**config.mk**
```make
export PLATFORM = sky130hd
export DESIGN_NAME = branch_predictor_table
export DESIGN_NICKNAME = d
export VERILOG_FILES = /design/src/rtl/bp_pkg.sv /design/src/rtl/sat_counter_next.sv /design/src/rtl/branch_predictor_table.sv
export SDC_FILE = /design/constraint.sdc
export NUM_CORES = 1
export LEC_CHECK = 0
export ABC_AREA = 1
export BUFFER_PORTS_ARGS = -buffer_cell sky130_fd_sc_hd__buf_4
export CAP_MARGIN = 20
export CORE_MARGIN = 5
export CORE_UTILIZATION = 63
export DETAILED_ROUTE_END_ITERATION = 12
export PLACE_DENSITY = 0.85
export REMOVE_ABC_BUFFERS = 1
export SLEW_MARGIN = 0
export SYNTH_ARGS = -nofsm -noshare
export SYNTH_HDL_FRONTEND = slang
export SYNTH_HIERARCHICAL = 1
export SYNTH_SLANG_ARGS = --single-unit
```
**constraint.sdc**
```tcl
create_clock -name clk -period 4.03 [get_ports clk]
set_input_delay 0.806 -clock clk [delete_from_list [all_inputs] [get_ports clk]]
set_output_delay 0.806 -clock clk [all_outputs]
set_load 0.01 [all_outputs]
```
**src/rtl/bp_pkg.sv**
```systemverilog
// Shared types and constants for the branch predictor table.
package bp_pkg;

  typedef enum logic {
    INIT = 1'b0,
    RUN  = 1'b1
  } bp_state_e;

  localparam int unsigned MISS_W = 16;
  localparam logic [MISS_W-1:0] MISS_MAX = '1;

endpackage

```
**src/rtl/sat_counter_next.sv**
```systemverilog
// Next value of a CTR_W-bit saturating up/down counter; never wraps.
module sat_counter_next #(
  parameter int unsigned CTR_W = 2
) (
  input  logic [CTR_W-1:0] ctr,
  input  logic             inc,
  output logic [CTR_W-1:0] ctr_next
);

  localparam logic [CTR_W-1:0] CTR_MAX = '1;

  always_comb begin
    ctr_next = ctr;
    if (inc) begin
      if (ctr != CTR_MAX) ctr_next = ctr + CTR_W'(1);
    end else begin
      if (ctr != '0) ctr_next = ctr - CTR_W'(1);
    end
  end

endmodule

```
**src/rtl/branch_predictor_table.sv**
```systemverilog
// Bimodal branch predictor table with power-up init sweep and miss counter.
// Define GSHARE_EN to hash the request index with a global history register.
module branch_predictor_table
  import bp_pkg::*;
#(
  parameter int unsigned IDX_W    = 4,
  parameter int unsigned CTR_W    = 2,
  parameter int unsigned HIST_W   = 4,
  parameter int unsigned INIT_CTR = (2 ** CTR_W) - 1
) (
  input  logic              clk,
  input  logic              rst,
  input  logic              req_valid,
  input  logic [IDX_W-1:0]  req_pc,
  output logic              pred_valid,
  output logic              pred_taken,
  output logic [CTR_W-1:0]  pred_ctr,
  output logic [IDX_W-1:0]  pred_idx,
  input  logic              upd_valid,
  input  logic [IDX_W-1:0]  upd_idx,
  input  logic              upd_taken,
  input  logic              upd_pred,
  output logic              ready,
  output logic [MISS_W-1:0] miss_cnt
);

  localparam int unsigned DEPTH = 2 ** IDX_W;

  // Elaboration-time parameter legality
  if (CTR_W < 1 || CTR_W > 4) begin : g_bad_ctr_w
    $error("CTR_W must be in 1..4");
  end
  if (HIST_W < 1 || HIST_W > IDX_W) begin : g_bad_hist_w
    $error("HIST_W must be in 1..IDX_W");
  end

  bp_state_e         state_q, state_d;
  logic [IDX_W-1:0]  sweep_q, sweep_d;
  logic              ready_q, ready_d;
  logic              pred_valid_q, pred_valid_d;
  logic              pred_taken_q, pred_taken_d;
  logic [CTR_W-1:0]  pred_ctr_q, pred_ctr_d;
  logic [IDX_W-1:0]  pred_idx_q, pred_idx_d;
  logic [MISS_W-1:0] miss_q, miss_d;

  logic [CTR_W-1:0]  table_q [DEPTH];

  logic              init_we_c;
  logic              run_c;
  logic              req_acc_c;
  logic              upd_acc_c;
  logic [IDX_W-1:0]  req_idx_c;
  logic [CTR_W-1:0]  upd_old_c;
  logic [CTR_W-1:0]  upd_new_c;
  logic [CTR_W-1:0]  req_ctr_c;

  // Init sweep / run state machine
  always_comb begin
    state_d   = state_q;
    sweep_d   = sweep_q;
    init_we_c = 1'b0;
    run_c     = 1'b0;
    case (state_q)
      INIT: begin
        init_we_c = 1'b1;
        sweep_d   = sweep_q + IDX_W'(1);
        if (sweep_q == IDX_W'(DEPTH - 1)) state_d = RUN;
      end
      RUN:     run_c   = 1'b1;
      default: state_d = INIT;
    endcase
    ready_d = (state_d == RUN);
  end

`ifdef GSHARE_EN
  logic [HIST_W-1:0] ghr_q, ghr_d;

  // Truncating cast keeps the newest HIST_W outcomes, also for HIST_W = 1
  always_comb begin
    ghr_d = ghr_q;
    if (upd_acc_c) ghr_d = HIST_W'({ghr_q, upd_taken});
  end

  always_ff @(posedge clk) begin
    if (rst) ghr_q <= '0;
    else     ghr_q <= ghr_d;
  end

  assign req_idx_c = req_pc ^ IDX_W'(ghr_q);
`else
  assign req_idx_c = req_pc;
`endif

  assign req_acc_c = run_c & req_valid;
  assign upd_acc_c = run_c & upd_valid;
  assign upd_old_c = table_q[upd_idx];

  sat_counter_next #(
    .CTR_W (CTR_W)
  ) u_sat (
    .ctr      (upd_old_c),
    .inc      (upd_taken),
    .ctr_next (upd_new_c)
  );

  // Same-index update forwards its new value into the prediction
  always_comb begin
    req_ctr_c = table_q[req_idx_c];
    if (upd_acc_c && (upd_idx == req_idx_c)) req_ctr_c = upd_new_c;

    pred_valid_d = req_acc_c;
    pred_taken_d = pred_taken_q;
    pred_ctr_d   = pred_ctr_q;
    pred_idx_d   = pred_idx_q;
    if (req_acc_c) begin
      pred_taken_d = req_ctr_c[CTR_W-1];
      pred_ctr_d   = req_ctr_c;
      pred_idx_d   = req_idx_c;
    end

    miss_d = miss_q;
    if (upd_acc_c && (upd_taken != upd_pred) && (miss_q != MISS_MAX)) begin
      miss_d = miss_q + MISS_W'(1);
    end
  end

  always_ff @(posedge clk) begin
    if (rst) begin
      state_q      <= INIT;
      sweep_q      <= '0;
      ready_q      <= 1'b0;
      pred_valid_q <= 1'b0;
      pred_taken_q <= 1'b0;
      pred_ctr_q   <= '0;
      pred_idx_q   <= '0;
      miss_q       <= '0;
    end else begin
      state_q      <= state_d;
      sweep_q      <= sweep_d;
      ready_q      <= ready_d;
      pred_valid_q <= pred_valid_d;
      pred_taken_q <= pred_taken_d;
      pred_ctr_q   <= pred_ctr_d;
      pred_idx_q   <= pred_idx_d;
      miss_q       <= miss_d;
    end
  end

  // Counter storage is not reset; the sweep defines every entry before use
  always_ff @(posedge clk) begin
    if (init_we_c)      table_q[sweep_q] <= CTR_W'(INIT_CTR);
    else if (upd_acc_c) table_q[upd_idx] <= upd_new_c;
  end

  assign pred_valid = pred_valid_q;
  assign pred_taken = pred_taken_q;
  assign pred_ctr   = pred_ctr_q;
  assign pred_idx   = pred_idx_q;
  assign ready      = ready_q;
  assign miss_cnt   = miss_q;

endmodule

```
==> metrics.md, run 1 <==
| Metric | Value |
|---|---|
| Status | completed |
| Drt drc | 0 |
| Mean Syn Cell Area | 7.91 um^2 |
| Starting Density | 0.642 |
| Vias in the first global route | 2705 |
| RSZ-0062 raised after global routing | false |
| Ant diodes | 0 |
| Fin nets | 463 |
| Most used cell, CP | o21ai_0 |
| Number of flops mapped to enable cells by yosys | 32 |
| Port Buf Inserts | 38 |
| Die height | 81.9 um |
| Post-synthesis compound-gate area fraction | 0.159 |
| Insertion delay to the later sink of the worst-skew pair | 0.34 ns |
| Finish-stage setup viols | 0 |
| CP top delay family | simple AND/OR/NAND/NOR gates |
| Post-Synth Simple-Gate Area | 0.247 |
| CTS Hold Bufs | 0 |
| Area Overhead vs Synth | 14.5% |
| Synth top cells by count | 76 x nand2_1, 50 x inv_1, 42 x o21ai_0, 39 x nand3_1, 39 x nor2_1 |
| Buffers plus inverters on the worst setup path | 2 |
| GP Congestion | about 0.9 |
| P_int | 961 uW |
| Maximum clock insertion buffer count | 2 |
| WL/cell | about 15 um |
| Yosys reg bits | 60 |
| Slew Limit Fails | 0 |
| CTS tree | done |
| Mux cell area share after synthesis | 0 |
| Share of post-route cells with drive strength above 1 | 0.173 |
| Largest family of logic cells by synthesized area | simple AND/OR/NAND/NOR gates |
| CP Launch Type | input port |
| First-pass GRT wire length | 12700 um |
| Min-Delay Path Class | flip-flop to flip-flop |
| Synth Cell Area | around 3300 um^2 |
| Detailed Route WL | 7890 um |
| FP Rows | 26 |
| F_max | 0.411 GHz |
| Area of the multi-input gates | around 1500 um^2 |
| Cts repair resizes | 0 |
| Crit-path max FO | 25 |
| Clk Tree Root Cell | clkbuf_8 |
| WP data arrival | 2.48 ns |
| Maximum number of pins on one net before global-route repair | 30 |
| Worst-path clk slew | 0.06 ns |
| Number of max-cap violations | 0 |
| Final Hold Viols | 0 |
| Dominant cells by area after synthesis | edfxtp_1 30%, dfxtp_1 17%, nand2_1 8.8%, o21ai_0 6.5%, nand3_1 6.0% |
| Clk sink count | 60 |
| Top-count cell post-synth | nand2_1 |
| Power density over the cells | roughly 340 nW/um^2 |
| Sw Share | 0.232 |
| Crit path largest cell delay | 0.43 ns |
| Gr usage total | 0.256 |
| TritonRoute pass-1 iters | 7 |
| FFs w/ async S/R, synth | 0 |
| Initial drt markers | roughly 270 |
| IO Count | 39 |
| Slew HR | 0.661 |
| Cells after Synth | 412 |
| Reg area | 1520 um^2 |
| Synth top area share | 0.295 |
| Post-synth cell types | 36 |
| # fillers | 382 |
| Core Region | 5070 um^2 |
| Worst path cell trace | buf_4 > inv_1 > nor2_1 > o21ai_0 > o221ai_1 > o21ai_0 > o21ai_1 > nand2_1 > or2_2 |
| Die area | 6710 um^2 |
| Setup crit end kind | flip-flop |
| Vias per inst | 5.74 |
| Clock Power Share | 0.400 |
| Seq pwr share | 0.518 |
| Post-CTS Setup Bufs | 0 |
| Post-DRT Antenna Nets | 0 |
| Critical path required time | approximately 4 ns |
| Slew @ Worst Pin | around 0.5 ns |
| Slowest cell on the critical path | or2_2 |
| Grt ovf | 0 |
| Tmin final | 2.43 ns |
| Layout Skew | ~0.0079 ns |
| Synth Area in Adders | 0.00768 |
| HPWL Detailed | 5860 um |
| Switching pwr | 290 uW |
| H-tree levels | 3 |
| Crit share post-route | 0.604 |
| CP Class | input port to flip-flop |
| XOR/XNOR Fraction of Synth Area | 0.0323 |
| Peak VDD IR | approximately 230 uV |
| Register area share after synthesis | 0.467 |
| Initial antenna violation count | 0 |
| Die W | 81.9 um |
| LEAKAGE | 0.00153 uW |
| PnR Total Power | 1250 uW |
| Ys flop type | edfxtp_1 |
| Yosys top cell by area | edfxtp_1 |
| Vias | between 2000 and 3000 |
| Yosys warning count | 6 |
| CTS buffer count | 9 |
| Combinational share of power | 0.083 |
| Total negative slack | 0 ns |
layer usage:
| metal | vias to the layer above | GRT usage | wire length [um] |
|---|---|---|---|
| met4 | 0 | 0.125 | 224 |
| li1 | 1435 | - | - |
| met3 | 29 | 0.0537 | 737 |
| met5 | - | 0 | 0 |
| met1 | 1349 | 0.357 | 3410 |
| met2 | 181 | 0.376 | 3520 |
placed cells by master, fill, tap and decap left out, types with 4 or more instances in the layout:
| cell | instances |
|---|---|
| a21oi_1 | 30 |
| o21ai_0 | 42 |
| buf_4 | 38 |
| nand2_2 | 8 |
| dfxtp_1 | 28 |
| nand3_1 | 39 |
| xor2_1 | 11 |
| nand2_1 | 76 |
| clkbuf_8 | 9 |
| a21oi_2 | 9 |
| o211ai_1 | 4 |
| nor2_1 | 39 |
| clkbuf_1 | 4 |
| edfxtp_1 | 32 |
| nor3_1 | 8 |
| inv_1 | 50 |
kinds of logic after synthesis:
group           after synthesis
compound gates               91
xor+xnor                     12
fa+ha+maj                     2
buf+inv                      67
flops                        60
simple gates                180
layout make-up:
cell class,instances,area share
inverter,53,0.0544
timing repair buffer,38,0.0765
multi-input combinational,285,0.390
clock buffer,13,0.0372
tap,70,0.0235
sequential,60,0.408
clock inverter,3,0.0104
power by group through the flow:
stage / logic (uW) / registers [uW] / clock network [uW]
6_report: 103 / 648 / 500
5_1_grt: 115 / 648 / 538
2_1_floorplan: 58.1 / 659 / 0
3_5_place_dp: 100 / 661 / 0
3_3_place_gp: 96.3 / 660 / 0
4_1_cts: 101 / 648 / 502
worst min-delay path, stage by stage, from the launching register on:
cell and delay [ns]:
dfxtp_1 0.31, nand3_1 0.07, a21oi_1 0.05
registers in the layout, summed over array words and instances, names as in the netlist:
| name | flops |
|---|---|
| pred_valid | 1 |
| miss_cnt | 16 |
| ready | 1 |
| table_q | 32 |
| sweep_q | 4 |
| pred_taken | 1 |
| pred_ctr | 1 |
| pred_idx | 4 |
stage by stage:
step / utilization / worst slack [ns] / instances / hold WS (ns) / cell area, um^2
CTS: 0.735 / 1.65 / 522 / 0.476 / 3730
global placement: 0.700 / 1.44 / 506 / 0.471 / 3550
detailed placement: 0.700 / 1.30 / 506 / 0.471 / 3550
global route: 0.735 / 1.37 / 522 / 0.520 / 3730
floorplan: - / 1.83 / 398 / 0.451 / 3180
finish: 0.735 / 1.60 / 522 / 0.478 / 3730
path summary, 6_finish.rpt:
check                           cells after the start                     from                 endpoint  slack [ns]
worst max register to register                      9  table_q[1][1]$_DFFE_PP_  table_q[0][1]$_DFFE_PP_        1.93
worst max-delay path                                9               upd_idx[0]  table_q[0][1]$_DFFE_PP_        1.60
worst min-delay path                                2  sweep_q[3]$_SDFFE_PP0N_         ready$_SDFF_PP0_        0.48
worst min register to register                      2  sweep_q[3]$_SDFFE_PP0N_         ready$_SDFF_PP0_        0.48
Power figures use the tool's default switching activity.
==> run 2: changes to the inputs <==
--- a/config.mk
+++ b/config.mk
@@ -9,9 +9,9 @@
 export BUFFER_PORTS_ARGS = -buffer_cell sky130_fd_sc_hd__buf_4
 export CAP_MARGIN = 20
 export CORE_MARGIN = 5
-export CORE_UTILIZATION = 63
+export CORE_UTILIZATION = 52
 export DETAILED_ROUTE_END_ITERATION = 12
-export PLACE_DENSITY = 0.85
+export PLACE_DENSITY = 0.75
 export REMOVE_ABC_BUFFERS = 1
 export SLEW_MARGIN = 0
 export SYNTH_ARGS = -nofsm -noshare
==> constraint.sdc (replaced) <==
create_clock -name clk -period 2.02 [get_ports clk]
set_input_delay 0.404 -clock clk [delete_from_list [all_inputs] [get_ports clk]]
set_output_delay 0.404 -clock clk [all_outputs]
set_load 0.01 [all_outputs]
==> metrics.md, run 2 (same netlist as run 1, synthesis figures left out) <==
| Metric | Value |
|---|---|
| CTS tree | done |
| First-pass GRT wire length | 13100 um |
| F_max | 0.532 GHz |
| Crit path largest cell delay | roughly 0.40 ns |
| Worst-path clk slew | 0.07 ns |
| Min-Delay Path Class | input port to flip-flop |
| Origin of the critical flop-to-flop path | table_q[1][1]$_DFFE_PP_ |
| Worst hold path depth | 2 |
| Total negative slack | 0 ns |
| WP depth | 9 |
| Max FFs per register | 32 |
| Crit share post-route | 0.931 |
| Critical path required time | between 2 and 2.5 ns |
| CP Launch Type | flip-flop |
| Fin util | 0.646 |
| Worst path cell trace | inv_1 > a21oi_1 > o21ai_0 > nand2_1 > o22ai_1 > o21ai_0 > o21ai_1 > nand2_1 > or2_4 |
| FP Rows | 28 |
| Detailed Route WL | 8290 um |
| Commonest cells after routing, fill and taps aside | 76 x nand2_1, 50 x inv_1, 46 x buf_4, 41 x o21ai_0 |
| Final Hold Viols | 0 |
| Maximum number of pins on one net before global-route repair | 26 |
| WP data arrival | ~1.9 ns |
| Peak VDD IR | 614 uV |
| Core Region | 5990 um^2 |
| Status | completed |
| Starting Density | 0.544 |
| Gr usage total | 0.217 |
| Vias in the first global route | 2654 |
| Die area | 7950 um^2 |
| Hold Startpoint | rst |
| Vias | 2941 |
| Slew HR | 0.718 |
| Fin nets | 473 |
| TritonRoute pass-1 iters | 5 |
| Layout Skew | 0.00733 ns |
| Drt drc | 0 |
| Clk sink count | 60 |
| Finish-stage setup viols | 0 |
| Die W | slightly below 90 um |
| CTS buffer count | 9 |
| IO Count | 39 |
| Grt ovf | 0 |
| H-tree levels | 3 |
| Vias per inst | 5.48 |
| Slowest cell on the critical path | edfxtp_1 |
| HPWL Detailed | 6030 um |
| GP Congestion | a little under 1 |
| Initial antenna violation count | 0 |
| Area Overhead vs Synth | 18.8% |
| Tmin final | about 1.9 ns |
| PnR Total Power | 2670 uW |
| Ant diodes | 0 |
| LEAKAGE | between 0.0015 and 0.002 uW |
| Biggest register | table_q |
| Final Cell Area | 3870 um^2 |
| Port Buf Inserts | 38 |
| CTS Hold Bufs | 0 |
| Reg area | 1520 um^2 |
| Die height | 89.1 um |
| RSZ-0062 raised after global routing | false |
| Number of max-cap violations | 0 |
| Setup crit end kind | flip-flop |
| Post-DRT Antenna Nets | 0 |
| Crit-path max FO | 16 |
| CP Class | flip-flop to flip-flop |
| Area of the multi-input gates | 1470 um^2 |
| Power density over the cells | 690 nW/um^2 |
| Clk Tree Root Cell | clkbuf_8 |
| # fillers | 506 |
| Post-DP Area | 3620 um^2 |
| WL/cell | 15.4 um |
| Maximum clock insertion buffer count | 2 |
| Buffers plus inverters on the worst setup path | 1 |
| Slew @ Worst Pin | 0.420 ns |
| Crit. Startpoint | table_q[1][1]$_DFFE_PP_ |
| CP top delay family | compound AO/OA/AOI/OAI gates |
| Initial drt markers | about 260 |
| Slew Limit Fails | 0 |
| Share of post-route cells with drive strength above 1 | 0.197 |
| Insertion delay to the later sink of the worst-skew pair | roughly 0.32 ns |
| Most common cell after layout, fill and taps aside | nand2_1 |
| R2R depth | 9 |
==> run 2: final cells by class <==
cell class              instances  area share
clock buffers                  13      0.0469
clock inverters                 3      0.0103
repair buffers                 47      0.0944
well taps                      75      0.0242
inverters                      53      0.0524
multi-input cells             286       0.379
flip-flops and latches         60       0.393
==> run 2: worst paths after layout <==
check                              end  slack (ns)
max            table_q[2][1]$_DFFE_PP_        0.14
min          miss_cnt[14]$_SDFFE_PP0P_        0.39
max reg2reg    table_q[2][1]$_DFFE_PP_        0.14
min reg2reg           ready$_SDFF_PP0_        0.48
==> run 2: per-layer routing <==
metal	global-route usage	vias up	part of all wire
met3	0.0516	8	0.074
met5	0	-	0
met1	0.318	1343	0.48
li1	-	1458	-
met4	0.0677	0	0.012
met2	0.317	132	0.44
==> run 2: worst reg2reg max path: stages, from the launching register on <==
cell,delay [ns]
edfxtp_1,0.40
inv_1,0.09
a21oi_1,0.05
o21ai_0,0.08
nand2_1,0.07
o22ai_1,0.17
o21ai_0,0.17
o21ai_1,0.16
nand2_1,0.09
or2_4,0.32
==> run 2: what timing repair did <==
| action | 4_1_cts | 5_1_grt |
|---|---|---|
| endpoints found under the setup margin | 0 | 19 |
| buffers inserted | 0 | 2 |
| resized for setup | 0 | 2 |
==> run 2: per-stage QoR <==
step / instances / setup WS (ns) / hold WS [ns]
floorplan: 398 / 0.226 / 0.451
finish: 537 / 0.140 / 0.390
global placement: 518 / -0.0738 / 0.472
CTS: 534 / 0.0637 / 0.365
detailed placement: 518 / -0.136 / 0.470
global route: 537 / 0.0246 / 0.377
==> run 2: power by group <==
| part | leakage [uW] | switching (uW) | internal (uW) | total [uW] |
|---|---|---|---|---|
| Combinational | 0.000982 | 140 | 75.1 | 215 |
| Sequential | 0.000511 | 7.05 | 1280 | 1290 |
| Clock | 0.000114 | 446 | 717 | 1160 |
==> run 3: changes to the inputs <==
--- a/config.mk
+++ b/config.mk
@@ -12,6 +12,7 @@
 export CORE_UTILIZATION = 52
 export DETAILED_ROUTE_END_ITERATION = 12
 export PLACE_DENSITY = 0.75
+export RECOVER_POWER = 50
 export REMOVE_ABC_BUFFERS = 1
 export SLEW_MARGIN = 0
 export SYNTH_ARGS = -nofsm -noshare
==> metrics.md, run 3 (same netlist as run 1, synthesis figures left out) <==
| Metric | Value |
|---|---|
| Status | completed |
| Slew Limit Fails | 0 |
| Fin nets | 473 |
| M1 GR Usage | 0.318 |
| Origin of the critical flop-to-flop path | table_q[1][1]$_DFFE_PP_ |
| IO Count | 39 |
| H-tree levels | 3 |
| M3 GR Usage | 0.0516 |
| Clk sink count | 60 |
| CP Class | flip-flop to flip-flop |
| Starting Density | 0.544 |
| Share of post-route cells with drive strength above 1 | 0.143 |
| RSZ-0062 raised after global routing | false |
| CTS buffer count | 9 |
| Maximum number of pins on one net before global-route repair | 26 |
| Maximum clock insertion buffer count | 2 |
| Post-DRT Antenna Nets | 0 |
| First-pass GRT wire length | between 10000 and 15000 um |
| Vias | 2952 |
| Port Buf Inserts | 38 |
| CP Launch Type | flip-flop |
| Total negative slack | 0 ns |
| Die height | a little under 90 um |
| Fin util | 0.630 |
| Core Region | 5990 um^2 |
| Post-DP Area | ~3600 um^2 |
| FP Rows | 28 |
| LEAKAGE | 0.00150 uW |
| Gr usage total | 0.217 |
| Hold Path Sink | miss_cnt[14]$_SDFFE_PP0P_ |
| Grt ovf | 0 |
| Die W | between 80 and 90 um |
| Fin Hold WS | 0.387 ns |
| Vias in the first global route | 2654 |
| Seq pwr share | 0.484 |
| CP top delay family | compound AO/OA/AOI/OAI gates |
| Combinational share of power | 0.080 |
| HPWL Detailed | 6030 um |
| Worst-path clk slew | 0.07 ns |
| PnR Total Power | 2670 uW |
| # fillers | 521 |
| P_int | 2080 uW |
| Peak VDD IR | between 600 and 700 uV |
| Switching pwr | 593 uW |
| Power density over the cells | around 710 nW/um^2 |
| Sw Share | 0.222 |
| Drt drc | 0 |
| Worst path cell trace | inv_1 > a21oi_1 > o21ai_0 > nand2_1 > o22ai_1 > o21ai_0 > o21ai_1 > nand2_1 > or2_4 |
| Initial antenna violation count | 0 |
| Area Overhead vs Synth | 15.9% |
| Most used routing layer | met1 |
| Most common cell after layout, fill and taps aside | nand2_1 |
| Hold Startpoint | rst |
| Min-Delay Path Class | input port to flip-flop |
| TritonRoute pass-1 iters | 5 |
| R2R depth | 9 |
| F_max | 0.533 GHz |
| Clk Tree Root Cell | clkbuf_8 |
| Area of the multi-input gates | 1470 um^2 |
| Reg2Reg Setup Slack | 0.14 ns |
| Met2 usage | 0.317 |
| Reg area | 1520 um^2 |
| Crit path largest cell delay | around 0.40 ns |
| Crit. Startpoint | table_q[1][1]$_DFFE_PP_ |
| GP Congestion | 0.990 |
| Vias per inst | around 5.5 |
| Number of max-cap violations | 0 |
| CTS tree | done |
| Commonest cells after routing, fill and taps aside | 76 x nand2_1, 50 x inv_1, 41 x o21ai_0, 39 x nand3_1, 39 x nor2_1 |
| Buffers plus inverters on the worst setup path | 1 |
| Worst R2R End | table_q[2][1]$_DFFE_PP_ |
| Setup crit end kind | flip-flop |
| Max FFs per register | 32 |
| Clock Power Share | 0.436 |
| WL/cell | 15.5 um |
| Finish-stage setup viols | 0 |
| Ant diodes | 0 |
| Final Cell Area | between 3000 and 4000 um^2 |
| Tmin final | around 1.9 ns |
| WP data arrival | 1.93 ns |
| Initial drt markers | 243 |
| Slew @ Worst Pin | about 0.42 ns |
| Biggest register | table_q |
| Critical path required time | approximately 2.1 ns |
| Final Hold Viols | 0 |
| Insertion delay to the later sink of the worst-skew pair | about 0.32 ns |
| Worst hold path depth | 2 |
| Crit share post-route | 0.929 |
| Crit-path max FO | 16 |
| Layout Skew | between 0.007 and 0.008 ns |
| Slowest cell on the critical path | edfxtp_1 |
| Slew HR | 0.716 |
| Die area | 7950 um^2 |
| Detailed Route WL | between 8000 and 9000 um |
## run 3: cell types whose count changed in the layout (fill, tap and decap cells not counted), sizes merged
cell and delta:
clkbuf +25, buf -25
## run 3: layer usage
| layer | wire (um) | up-vias |
|---|---|---|
| met5 | 0 | - |
| met4 | 98 | 0 |
| met3 | 658 | 8 |
| met2 | 3590 | 140 |
| met1 | 3960 | 1349 |
| li1 | - | 1455 |
## run 3: layout make-up
| class | count | area share |
|---|---|---|
| Multi-Input combinational cell | 286 | 0.388 |
| Tap cell | 75 | 0.0249 |
| Timing Repair Buffer | 47 | 0.0719 |
| Clock inverter | 3 | 0.0106 |
| Sequential cell | 60 | 0.403 |
| Clock buffer | 13 | 0.0480 |
| Inverter | 53 | 0.0537 |
## run 3: worst max-delay path by stage
stage	endpoint	slack, ns	cells after the start
floorplan	table_q[0][1]$_DFFE_PP_	0.23	8
global placement	table_q[1][1]$_DFFE_PP_	-0.07	9
detailed placement	table_q[0][1]$_DFFE_PP_	-0.14	10
CTS	table_q[4][1]$_DFFE_PP_	0.06	9
global route	table_q[4][0]$_DFFE_PP_	0.02	11
finish	table_q[2][1]$_DFFE_PP_	0.14	9
## run 3: power groups by stage
stage	combinational (uW)	clock, uW	sequential (uW)
finish	215	1160	1290
global route	239	1260	1290
CTS	212	1190	1290
detailed placement	211	0	1320
global placement	206	0	1320
floorplan	116	0	1320
## run 3: repair_timing
item / 4_1_cts / 5_1_grt
gates resized for setup: 0 / 2
endpoints found under the setup margin: 0 / 19
hold buffers: 0 / 0
setup buffers: 0 / 2
## run 3: per-stage QoR
step	setup WS, ns	std cells
2_1_floorplan	0.226	398
3_3_place_gp	-0.0738	518
3_5_place_dp	-0.136	518
4_1_cts	0.0637	534
5_1_grt	0.0246	537
6_report	0.142	537
## run 3: worst reg2reg max path: stages, from the launching register on
cell	delay (ns)
edfxtp_1	0.40
inv_1	0.09
a21oi_1	0.06
o21ai_0	0.08
nand2_1	0.07
o22ai_1	0.17
o21ai_0	0.16
o21ai_1	0.16
nand2_1	0.09
or2_4	0.32
